==> config.mk <==
export PLATFORM = sky130hd
export DESIGN_NAME = raster_tx
export DESIGN_NICKNAME = d
export VERILOG_FILES = /design/src/rtl/raster_tx.sv
export SDC_FILE = /design/constraint.sdc
export NUM_CORES = 1
export LEC_CHECK = 0
export BUFFER_PORTS_ARGS = -buffer_cell sky130_fd_sc_hd__buf_2
export CAP_MARGIN = 25
export CORE_MARGIN = 8
export CORE_UTILIZATION = 31
export CTS_CLUSTER_SIZE = 25
export DETAILED_ROUTE_END_ITERATION = 8
export GPL_TIMING_DRIVEN = 0
export SLEW_MARGIN = 20
export SYNTH_ARGS = -nofsm -noshare
export SYNTH_HDL_FRONTEND = slang
export SYNTH_SLANG_ARGS = --single-unit
==> constraint.sdc <==
create_clock -name i_clk -period 7.6 [get_ports i_clk]
set_input_delay 0.38 -clock i_clk [delete_from_list [all_inputs] [get_ports i_clk]]
set_output_delay 0.38 -clock i_clk [all_outputs]
set_load 0.02 [all_outputs]
==> src/rtl/raster_tx.sv <==
// Raster test-pattern source: streams a latched WxH frame over a valid/ready beat interface.
// Optional RASTER_TX_GAP_EN inserts LFSR-driven idle cycles between beats.
module raster_tx #(
  parameter int unsigned DATA_W    = 8,
  parameter int unsigned MAX_IMG_W = 64,
  parameter int unsigned MAX_IMG_H = 64,
  parameter int unsigned COORD_W   = 7
) (
  input  logic               i_clk,
  input  logic               i_rst_n,
  input  logic               i_start,
  input  logic [COORD_W-1:0] i_img_w,
  input  logic [COORD_W-1:0] i_img_h,
  input  logic [1:0]         i_mode,
  input  logic [COORD_W-1:0] i_imp_row,
  input  logic [COORD_W-1:0] i_imp_col,
  input  logic [DATA_W-1:0]  i_imp_val,
  input  logic               i_rdy,
  output logic               o_vld,
  output logic [DATA_W-1:0]  o_data,
  output logic               o_eor,
  output logic               o_eof,
  output logic               o_busy,
  output logic               o_done
);

  typedef enum logic [1:0] {StIdle, StSend, StDone} state_e;

  state_e state_q, state_d;

  logic [COORD_W-1:0] w_q, w_d, h_q, h_d;
  logic [COORD_W-1:0] row_q, row_d, col_q, col_d;
  logic [COORD_W-1:0] imp_row_q, imp_row_d, imp_col_q, imp_col_d;
  logic [1:0]         mode_q, mode_d;
  logic [DATA_W-1:0]  imp_val_q, imp_val_d;

  logic               vld_q, vld_d;
  logic [DATA_W-1:0]  data_q, data_d;
  logic               eor_q, eor_d;
  logic               eof_q, eof_d;
  logic               busy_q, busy_d;
  logic               done_q, done_d;

  logic [COORD_W-1:0] w_clamp, h_clamp;
  logic [COORD_W-1:0] nrow, ncol;
  logic               start_ok, xfer, last_col, gap;

  function automatic logic [DATA_W-1:0] pixel(
    input logic [1:0]         mode,
    input logic [COORD_W-1:0] row,
    input logic [COORD_W-1:0] col,
    input logic [COORD_W-1:0] irow,
    input logic [COORD_W-1:0] icol,
    input logic [DATA_W-1:0]  val
  );
    logic [DATA_W-1:0] p;
    p = '0;
    case (mode)
      2'd0:    p = val;
      2'd1:    p = (row == irow && col == icol) ? val : '0;
      2'd2:    p = DATA_W'(row) + DATA_W'(col);
      default: p = {DATA_W{row[0] ^ col[0]}};
    endcase
    return p;
  endfunction

`ifdef RASTER_TX_GAP_EN
  logic [15:0] lfsr_q;

  // Fibonacci LFSR, taps 16,14,13,11; free-running from reset.
  always_ff @(posedge i_clk or negedge i_rst_n) begin
    if (!i_rst_n) begin
      lfsr_q <= 16'hACE1;
    end else begin
      lfsr_q <= {lfsr_q[14:0], lfsr_q[15] ^ lfsr_q[13] ^ lfsr_q[12] ^ lfsr_q[10]};
    end
  end

  assign gap = (lfsr_q[3:0] < 4'd3);
`else
  assign gap = 1'b0;
`endif

  assign w_clamp  = (i_img_w > COORD_W'(MAX_IMG_W)) ? COORD_W'(MAX_IMG_W) : i_img_w;
  assign h_clamp  = (i_img_h > COORD_W'(MAX_IMG_H)) ? COORD_W'(MAX_IMG_H) : i_img_h;
  assign start_ok = i_start && (i_img_w != '0) && (i_img_h != '0);
  assign xfer     = vld_q && i_rdy;
  assign last_col = (col_q == w_q - COORD_W'(1));
  assign ncol     = last_col ? '0 : col_q + COORD_W'(1);
  assign nrow     = last_col ? row_q + COORD_W'(1) : row_q;

  always_comb begin
    state_d   = state_q;
    w_d       = w_q;
    h_d       = h_q;
    row_d     = row_q;
    col_d     = col_q;
    imp_row_d = imp_row_q;
    imp_col_d = imp_col_q;
    mode_d    = mode_q;
    imp_val_d = imp_val_q;
    vld_d     = vld_q;
    data_d    = data_q;
    eor_d     = eor_q;
    eof_d     = eof_q;
    busy_d    = busy_q;
    done_d    = 1'b0;

    unique case (state_q)
      StIdle: begin
        if (start_ok) begin
          w_d       = w_clamp;
          h_d       = h_clamp;
          mode_d    = i_mode;
          imp_row_d = i_imp_row;
          imp_col_d = i_imp_col;
          imp_val_d = i_imp_val;
          row_d     = '0;
          col_d     = '0;
          data_d    = pixel(i_mode, '0, '0, i_imp_row, i_imp_col, i_imp_val);
          eor_d     = (w_clamp == COORD_W'(1));
          eof_d     = (w_clamp == COORD_W'(1)) && (h_clamp == COORD_W'(1));
          vld_d     = ~gap;
          busy_d    = 1'b1;
          state_d   = StSend;
        end
      end
      StSend: begin
        if (xfer) begin
          if (eof_q) begin
            vld_d   = 1'b0;
            eor_d   = 1'b0;
            eof_d   = 1'b0;
            busy_d  = 1'b0;
            done_d  = 1'b1;
            state_d = StDone;
          end else begin
            row_d  = nrow;
            col_d  = ncol;
            data_d = pixel(mode_q, nrow, ncol, imp_row_q, imp_col_q, imp_val_q);
            eor_d  = (ncol == w_q - COORD_W'(1));
            eof_d  = (ncol == w_q - COORD_W'(1)) && (nrow == h_q - COORD_W'(1));
            vld_d  = ~gap;
          end
        end else if (!vld_q) begin
          // A gap lasts exactly one cycle; the staged beat is presented next.
          vld_d = 1'b1;
        end
      end
      StDone: begin
        state_d = StIdle;
      end
      default: begin
        state_d = StIdle;
      end
    endcase
  end

  always_ff @(posedge i_clk or negedge i_rst_n) begin
    if (!i_rst_n) begin
      state_q   <= StIdle;
      w_q       <= '0;
      h_q       <= '0;
      row_q     <= '0;
      col_q     <= '0;
      imp_row_q <= '0;
      imp_col_q <= '0;
      mode_q    <= '0;
      imp_val_q <= '0;
      vld_q     <= 1'b0;
      data_q    <= '0;
      eor_q     <= 1'b0;
      eof_q     <= 1'b0;
      busy_q    <= 1'b0;
      done_q    <= 1'b0;
    end else begin
      state_q   <= state_d;
      w_q       <= w_d;
      h_q       <= h_d;
      row_q     <= row_d;
      col_q     <= col_d;
      imp_row_q <= imp_row_d;
      imp_col_q <= imp_col_d;
      mode_q    <= mode_d;
      imp_val_q <= imp_val_d;
      vld_q     <= vld_d;
      data_q    <= data_d;
      eor_q     <= eor_d;
      eof_q     <= eof_d;
      busy_q    <= busy_d;
      done_q    <= done_d;
    end
  end

  assign o_vld  = vld_q;
  assign o_data = data_q;
  assign o_eor  = eor_q;
  assign o_eof  = eof_q;
  assign o_busy = busy_q;
  assign o_done = done_q;

endmodule

==> results.md <==
* Pin count of the biggest net entering global routing at 54
* Fmax at 233 MHz
* Area of the die at 0.0191 mm²
* Clk Latency, worst-skew pair at 0.34 ns
* Effective utilization at floorplan at 0.317
* Most common flop cell mapped by yosys: dfrtp_1
* Status: completed
* Number of port buffers at 53
* Root cell of the clock tree: clkbuf_16
* Mapped Cells at approximately 560
* Antenna violations before repair at 0
* Power share of the combinational group at 0.520
* Buffers inserted during post-CTS setup optimization at 0
* Post-Place Setup Slack at around 3.4 ns
* Internal reg-to-reg setup slack at 3.31 ns
* Data arrival time at the worst-slack endpoint at 4.49 ns
* Number of synthesized flops with an enable pin at 0
* Count of vias placed by the detailed router at 4,360
* CTS Buf Count at 9
* Max Slew Vio Count at 0
* Placeable core region at between 0.01 and 0.015 mm²
* Final global-route overflow total at 0
* Worst hold start: i_imp_col[6]
* Switching power as a share of total power at 0.446
* N_diodes at 0
* Drt pass-1 iters at 5
* Overall track demand over capacity in global routing at 0.149
* Pwr Density at 396 mW/mm²
* Net count of the mapped netlist at 609
* Least setup slack across all paths after layout at ~3.3 ns
* Global-route wire length before repair at 23,400 µm
* Cell with the most instances after synthesis: nand2_1
* Sink Count at 67
* HPWL after DPL at 10,800 µm
* Clock share of power at 0.195
* Path class of the lowest-slack min-delay path: input pin to flip-flop
* Largest fanout on the critical path at 5
* Type of the worst setup path: flip-flop to flip-flop
* LEAKAGE at between 2 and 2.5 nW
* Worst Reg-to-Reg Cells at 14
* Final TNS setup at 0 ns
* Sequential fraction of the synthesis area at 0.362
* Worst slew margin relative to its limit at 0.509
* Setup repair after global routing missed its margin: false
* Number of global-route vias before repair at 4,428
* Peak supply drop at between 0.15 and 0.2 mV
* Netlist area before placement at 0.00463 mm²
* Final setup skew at between 0.007 and 0.008 ns
* Fraction of final layout cells with drive strength greater than 1 at 0.145
* Final Hold Fails at 0
* Shortest clock period the worst path allows after layout at 4.30 ns
* Most numerous cell types in the synthesized netlist: nand2_1 (126), dfrtp_1 (67), nor2_1 (39)
* Area contributors post-synth: dfrtp_1 (36%), nand2_1 (10%), xnor2_1 (5.5%), o21ai_0 (3.2%), nor2_1 (3.2%)
* Net switching power at 0.966 mW
* Synth-to-Final Area Change at 18.0%
* H-tree lvl count at 3
* Worst Hold Path Cells at 3
* Maximum root-to-sink buffer count at 2
* Die width at about 140 µm
* Critical Path Source Type: flip-flop
* Synth async-reset ratio at 1.00
* Avg Vias per Cell at 5.38
* Final Wtd Congestion at 0.887
* Seq cells post-synth at 67
* Number of DRC markers after the initial detailed-route iteration at 380
* Die extent in y at 138 µm
* Hold-critical path endpoint: imp_col_q[6]$_DFFE_PN0P_
* Antenna-violating nets left at 0
* Fin nets at 675
* Area fraction of the dominant cell type after synthesis at 0.362
* Period utilisation layout at 0.565
* Clock tree from TritonCTS: done
* Critical register-to-register path startpoint: w_q[0]$_DFFE_PN0P_
* Overall routed net length at between 10,000 and 15,000 µm
* RR Endpoint: o_data[6]$_DFFE_PN0P_
* Flop pwr share at 0.284
* Library cell occupying the most area in the post-synthesis netlist: dfrtp_1
* Number of standard-cell rows in the floorplan at 44
* Internal power contribution at 1.20 mW
* Yosys warns at 0
* Avg Inst Size Synth at 8.31 µm²
* I/O pin total at 55
* Post-DR wirelength/cell at ~18 µm
* Number of endpoints failing setup at the final stage at 0
* Crit. End Element: flip-flop
* Required time worst endpoint at 7.79 ns
* Total DRC errors in the routed layout at 0
* Worst-margin pin slew at 0.732 ns
* Distinct cell type count after synthesis at 71
* Max cap viols at 0
* CTS clock-pin slew for the worst setup and hold paths at approximately 0.060 ns
==> area by class of cell <==
type                       count  area [µm²]
buffer                        27         116
multi-input combinational    438        2750
fill                        1472        9120
inverter                      25        93.8
clock inverter                 2        35.0
timing repair buffer          55         305
sequential                    67        1680
clock buffer                  13         260
tap                          184         230
==> critical path: stages (launching register included) <==
cell and delay (ns):
dfrtp_1 0.42, inv_1 0.15, ha_1 0.25, xor3_1 0.45
nor3_2 0.32, o211a_2 0.33, o2111ai_1 0.18, xor2_1 0.48
inv_1 0.10, ha_1 0.37, inv_1 0.06, o41a_1 0.47
o211a_1 0.23, o211ai_1 0.21, o211ai_1 0.13
==> how the worst max path moves through the flow <==
stage	from	endpoint	slack, ns
CTS	w_q[0]$_DFFE_PN0P_	o_data[6]$_DFFE_PN0P_	3.36
floorplan	w_q[0]$_DFFE_PN0P_	o_data[6]$_DFFE_PN0P_	3.96
finish	w_q[0]$_DFFE_PN0P_	o_data[6]$_DFFE_PN0P_	3.31
detailed placement	w_q[0]$_DFFE_PN0P_	o_data[6]$_DFFE_PN0P_	3.39
global route	w_q[0]$_DFFE_PN0P_	o_data[6]$_DFFE_PN0P_	3.01
global placement	w_q[0]$_DFFE_PN0P_	o_data[6]$_DFFE_PN0P_	3.46
==> sequential cells by signal, summed over array words and instances (netlist names) <==
name / cells
imp_val_q: 8
o_data: 8
col_q: 7
h_q: 7
imp_col_q: 7
imp_row_q: 7
row_q: 7
w_q: 7
mode_q: 2
state_q: 2
o_busy: 1
o_done: 1
o_eof: 1
o_eor: 1
o_vld: 1
==> what timing repair did <==
item	CTS	global route
endpoints found under the setup margin	0	0
gates resized for setup	0	0
hold endpoints to repair	14	0
hold buffers	1	0
==> cell usage in the layout (no fill, tap or decap), types with 11 or more instances in the layout <==
cell and instances:
buf_2 55, nor3_1 11, nor2_1 39, a21oi_1 26, nor4_1 11, nand3_1 14, o21ai_0 30, xor2_1 15
nand2_1 126, xnor2_1 29, clkbuf_1 24, a31oi_1 12, dfrtp_1 67, inv_1 25
==> layer usage <==
metal | global-route usage | share of wire | vias to the layer above
met2 | 0.249 | 0.48 | 146
met5 | 0 | 0 | -
met4 | 0.0395 | 0.011 | 0
li1 | - | - | 2077
met3 | 0.0267 | 0.059 | 12
met1 | 0.192 | 0.45 | 2125
==> metrics by stage <==
stage	cell area (µm²)	total power, mW	cells	hold WS, ns	utilization
floorplan	4630	1.44	557	0.0844	-
detailed placement	5160	1.73	795	0.265	0.353
CTS	5460	2.16	811	0.249	0.374
global route	5470	2.32	811	0.265	0.375
finish	5470	2.17	811	0.253	0.375
global placement	5130	1.71	794	0.457	0.351
==> logic make-up after synthesis <==
kind of cell	count (synthesis)	share of synthesized area
multiplexers	3	0.00675
flip-flops	67	0.362
AO/OA/AOI/OAI	121	0.183
AND/OR/NAND/NOR	252	0.256
buffers and inverters	52	0.0454
XOR/XNOR	52	0.120
adder cells (fa/ha/maj)	10	0.0270
==> power by group through the flow <==
| stage | clock network (mW) | logic, mW | registers, mW |
|---|---|---|---|
| 2_1_floorplan | 0 | 0.825 | 0.610 |
| 3_3_place_gp | 0 | 1.09 | 0.614 |
| 3_5_place_dp | 0 | 1.11 | 0.620 |
| 4_1_cts | 0.428 | 1.12 | 0.615 |
| 5_1_grt | 0.440 | 1.24 | 0.635 |
| 6_report | 0.423 | 1.13 | 0.616 |
Note: power is estimated with default switching activity, not from simulation.
